===== src/rtl/udp_tx_data.sv =====
// udp_tx_data: frames one 32-bit word into an 8-byte UDP payload and streams it to the stack.
//   Payload: HDR[15:8] HDR[7:0] data[31:24] .. data[7:0] seq[15:8] seq[7:0].
//   udp_tx_clk / reset           clock, asynchronous active-high reset
//   data_in / data_in_valid      word to send and its strobe
//   data_in_ready                high only while idle
//   app_tx_data_request          request to the stack, held until ack or timeout
//   app_tx_ack                   grant from the stack
//   app_tx_data_valid / _data    payload byte stream, 8 consecutive cycles
//   app_tx_data_length           constant 8
//   tx_drop                      pulse: word offered while busy
//   tx_timeout                   pulse: request abandoned
module udp_tx_data #(
  parameter logic [15:0] HDR        = 16'hA55A,
  parameter int          IFG_CYCLES = 8,
  parameter int          TIMEOUT    = 1024,
  parameter logic [15:0] SEQ_RST    = 16'h0000
) (
  input  logic        udp_tx_clk,
  input  logic        reset,
  input  logic [31:0] data_in,
  input  logic        data_in_valid,
  output logic        data_in_ready,
  output logic        app_tx_data_request,
  input  logic        app_tx_ack,
  output logic        app_tx_data_valid,
  output logic [7:0]  app_tx_data,
  output logic [15:0] app_tx_data_length,
  output logic        tx_drop,
  output logic        tx_timeout
);
  localparam int WW = TIMEOUT > 1 ? $clog2(TIMEOUT) : 1;
  localparam int GW = IFG_CYCLES > 1 ? $clog2(IFG_CYCLES) : 1;
  typedef enum logic [1:0] {IDLE, REQ, SEND, GAP} state_t;
  state_t        state_q, state_d;
  logic [31:0]   word_q, word_d;
  logic [15:0]   seq_q, seq_d;
  logic [2:0]    cnt_q, cnt_d;
  logic [WW-1:0] wait_q, wait_d;
  logic [GW-1:0] gap_q, gap_d;
  logic [7:0]    byte_q, byte_d;
  logic          ready_q, ready_d, req_q, req_d, valid_q, valid_d;
  logic          drop_q, drop_d, tout_q, tout_d;
  logic [63:0]   frame;
  assign frame = {HDR, word_q, seq_q};
  always_comb begin
    state_d = state_q;
    word_d  = word_q;
    seq_d   = seq_q;
    cnt_d   = cnt_q;
    wait_d  = wait_q;
    gap_d   = gap_q;
    ready_d = ready_q;
    req_d   = req_q;
    valid_d = 1'b0;
    byte_d  = 8'h00;
    drop_d  = data_in_valid & ~ready_q;
    tout_d  = 1'b0;
    case (state_q)
      IDLE: if (data_in_valid) begin
        word_d  = data_in;
        state_d = REQ;
        req_d   = 1'b1;
        ready_d = 1'b0;
        wait_d  = '0;
      end
      // ack takes priority over an expiring wait on the same edge
      REQ: if (app_tx_ack) begin
        req_d   = 1'b0;
        state_d = SEND;
        cnt_d   = 3'd0;
        valid_d = 1'b1;
        byte_d  = HDR[15:8];
      end else if (wait_q == WW'(TIMEOUT - 1)) begin
        req_d   = 1'b0;
        tout_d  = 1'b1;
        state_d = IDLE;
        ready_d = 1'b1;
      end else begin
        wait_d = wait_q + WW'(1);
      end
      SEND: if (cnt_q == 3'd7) begin
        seq_d   = seq_q + 16'd1;
        gap_d   = '0;
        state_d = IFG_CYCLES == 0 ? IDLE : GAP;
        ready_d = IFG_CYCLES == 0;
      end else begin
        cnt_d   = cnt_q + 3'd1;
        valid_d = 1'b1;
        // byte n sits at bit offset (7-n)*8, and 7-n is ~n in three bits
        byte_d  = frame[{~cnt_d, 3'b000} +: 8];
      end
      GAP: if (gap_q == GW'(IFG_CYCLES - 1)) begin
        state_d = IDLE;
        ready_d = 1'b1;
      end else begin
        gap_d = gap_q + GW'(1);
      end
      default: state_d = IDLE;
    endcase
  end
  always_ff @(posedge udp_tx_clk or posedge reset) begin
    if (reset) begin
      state_q <= IDLE;
      word_q  <= '0;
      seq_q   <= SEQ_RST;
      cnt_q   <= '0;
      wait_q  <= '0;
      gap_q   <= '0;
      byte_q  <= '0;
      ready_q <= 1'b1;
      req_q   <= 1'b0;
      valid_q <= 1'b0;
      drop_q  <= 1'b0;
      tout_q  <= 1'b0;
    end else begin
      state_q <= state_d;
      word_q  <= word_d;
      seq_q   <= seq_d;
      cnt_q   <= cnt_d;
      wait_q  <= wait_d;
      gap_q   <= gap_d;
      byte_q  <= byte_d;
      ready_q <= ready_d;
      req_q   <= req_d;
      valid_q <= valid_d;
      drop_q  <= drop_d;
      tout_q  <= tout_d;
    end
  end
  assign data_in_ready       = ready_q;
  assign app_tx_data_request = req_q;
  assign app_tx_data_valid   = valid_q;
  assign app_tx_data         = byte_q;
  assign app_tx_data_length  = 16'd8;
  assign tx_drop             = drop_q;
  assign tx_timeout          = tout_q;
endmodule


===== config.mk =====
export PLATFORM = sky130hd
export DESIGN_NAME = udp_tx_data
export DESIGN_NICKNAME = d
export VERILOG_FILES = /design/src/rtl/udp_tx_data.sv
export SDC_FILE = /design/constraint.sdc
export NUM_CORES = 1
export LEC_CHECK = 0
export BUFFER_PORTS_ARGS = -buffer_cell sky130_fd_sc_hd__buf_2
export CORE_MARGIN = 3
export CORE_UTILIZATION = 30
export DETAILED_ROUTE_END_ITERATION = 8
export GPL_ROUTABILITY_DRIVEN = 0
export GPL_TIMING_DRIVEN = 0
export PLACE_DENSITY = 0.57
export SLEW_MARGIN = 5
export SYNTH_ARGS = -nofsm -noshare
export SYNTH_HDL_FRONTEND = slang
export SYNTH_SLANG_ARGS = --single-unit

===== constraint.sdc =====
create_clock -name udp_tx_clk -period 5.25 [get_ports udp_tx_clk]
set_input_delay 1.05 -clock udp_tx_clk [delete_from_list [all_inputs] [get_ports udp_tx_clk]]
set_output_delay 1.05 -clock udp_tx_clk [all_outputs]
set_load 0.1 [all_outputs]

# Yosys cells after proc, flatten, opt, wreduce, memory -nomap -nowiden
# Cells that the tools add are included.
# classes
shift	1
reduce_logical	12
n_bitwise	3
n_mux	35
addsub	4
n_eq_ne	16
# ops
cell	count
indexed part select 64 x 7 -> 8 bit	1
2-to-1 mux 10 bit	3
one-hot mux 10 bit (2 select lines)	1
!= test 2 bit (second input constant)	9
adder 16 x 1 -> 16 bit (second input constant)	1
2-to-1 mux 8 bit	2
one-hot mux 8 bit (2 select lines)	1
2-to-1 mux 1 bit	13
2-to-1 mux 3 bit	4
one-hot mux 3 bit (2 select lines)	2
adder 10 x 1 -> 10 bit (second input constant)	1
== test 10 bit (second input constant)	1
2-to-1 mux 2 bit	5
AND reduction 3 bit	3
one-hot mux 2 bit (4 select lines)	1
AND reduction 4 bit	2
adder 3 x 1 -> 3 bit (second input constant)	2
== test 3 bit (second input constant)	2
nonzero test 2 bit	3
AND reduction 5 bit	1
== test 2 bit (second input constant)	2
one-hot mux 1 bit (2 select lines)	2
one-hot mux 1 bit (4 select lines)	1
AND reduction 2 bit	2
other kinds (6)	6
# word_totals
inputBits	36
out_inout_bits	29
regBits	79
elab_cells	83

# Longest topological paths before layout
# depth
ltp_word	5
ltp_mapped	7
ltp_nobuf	6

# Least setup slack after synthesis
# OpenSTA, ideal clock, no wires.
# synth_path
path_kind	input port to flip-flop
start	in app_tx_ack
end	reg wait_q[4]
t_required_ns	5.171
t_arrival_ns	1.950
path_buffers	1
cell_stages	5
path_slack_ns	3.221
cell_sequence	and2b_2 -> o31ai_2 -> buf_6 -> a211oi_1 -> mux2i_1
# synth_between
elab_chain_cells	2
# synth_rtl
item	line_no	rtl
start, declared	24	input logic app_tx_ack,
!= test 2 bit (no source line)	-	
AND reduction 4 bit (no source line)	-	
end signal, assigned	120	wait_q <= wait_d;
end, declared	38	logic [WW-1:0] wait_q, wait_d;
# No other way between the ends.
# A chain may end at the register's enable or synchronous reset.

# Final worst setup path
# layout_path
start	reg ready_q (netlist: data_in_ready)
end	out data_in_ready
# layout_lines
item	line_no	rtl
start, declared	41	logic ready_q, ready_d, req_q, req_d, valid_q, valid_d;
start signal, assigned	123	ready_q <= ready_d;
end, declared	22	output logic data_in_ready,
# No word-level cell between the ends.

==> flow_summary_export.csv <==
group,metric,value,unit
floorplan,rows,42,
floorplan,die_h,123.2,um
floorplan,io_pins,65,
worst_setup_path,r2r-start,"state_q[0]",
routing,routedWlPerCell,14.90,um
synth,postSynthAreaPerCell,11.41,um2
grt,grt_pass1_vias,2831,
cts,cts.sinks,79,
synth,synth_seq_area_share,48.04,%
floorplan,initial_core_util,30.85,%
final_layout,fin_nets,482,
sta,min_period,2351,ps
worst_setup_path,r2r_end,"wait_q[6]",
routing,drt-initial-drc-count,258,
grt,grt_max_degree,67,
synth,synth_top_area_share,47.40,%
grt,antenna_found_initial,0,
sta,rsz0062_at_grt,"false",
cts,root_buffer,"clkbuf_16",
worst_setup_path,crit_family,"flip-flops",
synth,ys_types,46,
routing,via_per_inst,4.800,
worst_setup_path,reg2reg_depth,7,
synth,ys_ff_latch,79,
floorplan,die_w,123.2,um
worst_setup_path,reg2reg_setup_slack,3270,ps
worst_setup_path,endpoint,"data_in_ready",
synth,yosysMostFrequentCell,"dfrtp_1",
worst_setup_path,crit_buf_inv,1,
worst_setup_path,cp_slowest_cell,"dfstp_2",
placement,dpl_cell_area,4661,um2
power,worst_ir_drop_vdd,0.0002512,V
routing,num_vias,2957,
final_layout,fin_area,4960,um2
worst_setup_path,crit_fanout,3,
sta,fmax,425.3,MHz
placement,io_buffers,48,
worst_hold_path,hp-class,"register to register",
worst_setup_path,crit_path_max_incr_delay,540,ps
cts,cts.clk_slew.worst_paths,60,ps
cts,h-tree-depth,3,
sta,fin_ws,2899,ps
synth,syn-cell-area,4118,um2
synth,synth_edf_count,0,
cts,post_cts_buffers,0,
worst_setup_path,worstSetupStartpoint,"data_in_ready",
run,maxCapViolCount,0,
power,p_leak,2.289,nW
routing,final_antenna_net_count,0,
worst_setup_path,cp.arrival,1300,ps
cts,clk_latency,340,ps
placement,place_ws,2862,ps
synth,synth_area_leader_cell,"dfrtp_1",
synth,synth_common_cells,"dfrtp_1 (78), mux2_2 (35), a21oi_1 (24)",
synth,yosys-top-cells-area,"dfrtp_1 (47%), mux2_2 (9.6%), mux4_2 (4.4%), ha_1 (3.3%), buf_4 (3.1%)",
sta,whs,468.5,ps
routing,finalWirelength,9180,um
sta,hold_viol,0,
sta,tns,0,ps
synth,synth_async_sr_flop_share,100.0,%
sta,timing.final.crit_share,44.79,%
final_layout,num_antenna_cells,0,
cts,cts_tree,"done",
grt,grt_use_total,12.53,%
cts,cts_buffers,9,
floorplan,core_area,13350,um2
status,status,"complete, no violations",
worst_setup_path,worst_setup_path_end_kind,"primary output",
worst_setup_path,worstPathCellList,"buf_2",
sta,setup_violations,0,
worst_setup_path,crit_path_start_kind,"register",
power,pwr_density_cell,556.0,nW/um2
sta,slew_viol_final,0,
grt,gr-total-overflow,0,
routing,drt_pass1_iterations,4,
cts,max-clock-path-buffers,2,
worst_setup_path,crit_cells,1,
final_layout,layout-drive-gt1-share,33.41,%
floorplan,die_area,15170,um2
sta,skew,3.311,ps
grt,grt_pass1_wl,14800,um
synth,ys.flop_type,"dfrtp_1",
synth,syn_inst,361,
worst_setup_path,crit_type,"register to primary output",
synth,yosys_warnings,0,
cts,ctsHoldBuffers,0,
final_layout,syn2layout_area_growth,20.45,%
cts,cts.repair.resized,0,
placement,dp_hpwl,6793,um
routing,drc,0,
worst_setup_path,worstPathRequired,4200,ps
-- worst min-delay path by stage --
stage	startpoint	to	slack, ps	depth (start not counted)
after floorplan	seq_q[15]	seq_q[15]	440	1
after global placement	seq_q[15]	seq_q[15]	460	1
after detailed placement	seq_q[15]	seq_q[15]	460	1
after CTS	seq_q[15]	seq_q[15]	470	1
after global routing	seq_q[15]	seq_q[15]	510	1
final	seq_q[15]	seq_q[15]	470	1
-- state kept, by name, summed over array words and instances, names as in the netlist, named ones only --
| signal | count |
|---|---|
| seq_q | 16 |
| gap_q | 3 |
| app_tx_data_request | 1 |
| word_q | 32 |
| state_q | 1 |
| app_tx_data_valid | 1 |
| tx_timeout | 1 |
| data_in_ready | 1 |
| app_tx_data | 8 |
| cnt_q | 3 |
| wait_q | 10 |
| tx_drop | 1 |
-- layer usage --
metal  up-vias  track usage, %  routed length (um)
li1       1415               -                   -
met1      1462           17.89                4425
met2        74           18.48                4198
met3         6           4.666                 502
met4         0           2.076                  54
met5         -               0                   0
-- cells in the final DEF (no fill, tap or decap), drive strengths merged, types with 9 or more instances in the layout --
master,n
dfrtp,78
buf,77
nor2,12
clkbuf,16
nor2b,10
inv,16
ha,11
nand3,9
mux2,35
xnor2,9
a311oi,9
conb,16
o21ai,13
nand2,17
nand4,10
a21oi,24
-- logic make-up (layout without fill, tap and decap cells) --
kind of cell	Yosys count	after routing	share of synthesized area, %
AOI/OAI and AO/OA	67	67	10.94
xor gates and xnor gates	15	15	3.191
and+or+nand+nor	86	86	11.67
other	2	16	0.1824
muxes	51	51	15.89
adders and majority gates	11	11	3.342
DFF	79	79	48.04
buffers and inverters	50	115	6.746
-- power by group --
group	internal [mW]	switching [mW]	total, mW
combinational	0.449	0.725	1.17
sequential	0.813	0.143	0.956
clock	0.378	0.249	0.627
-- metrics by stage --
step	utilization [%]	total power, mW	cells
CTS	37.16	2.782	616
global placement	34.69	2.105	599
detailed placement	34.92	2.144	600
finish	37.16	2.758	616
floorplan	-	1.872	375
global route	37.16	2.931	616
-- layout make-up --
type                    count  area [um2]
clock buffers              10       239.0
plain buffers              34       217.7
flip-flops and latches     79        1978
well taps                 176       220.2
repair buffers             49       267.8
inverters                  16       62.56
clock inverters             6       60.06
multi-input cells         246        1914
fillers                  1339        8388
No activity file was read; power rests on OpenSTA's default activity.
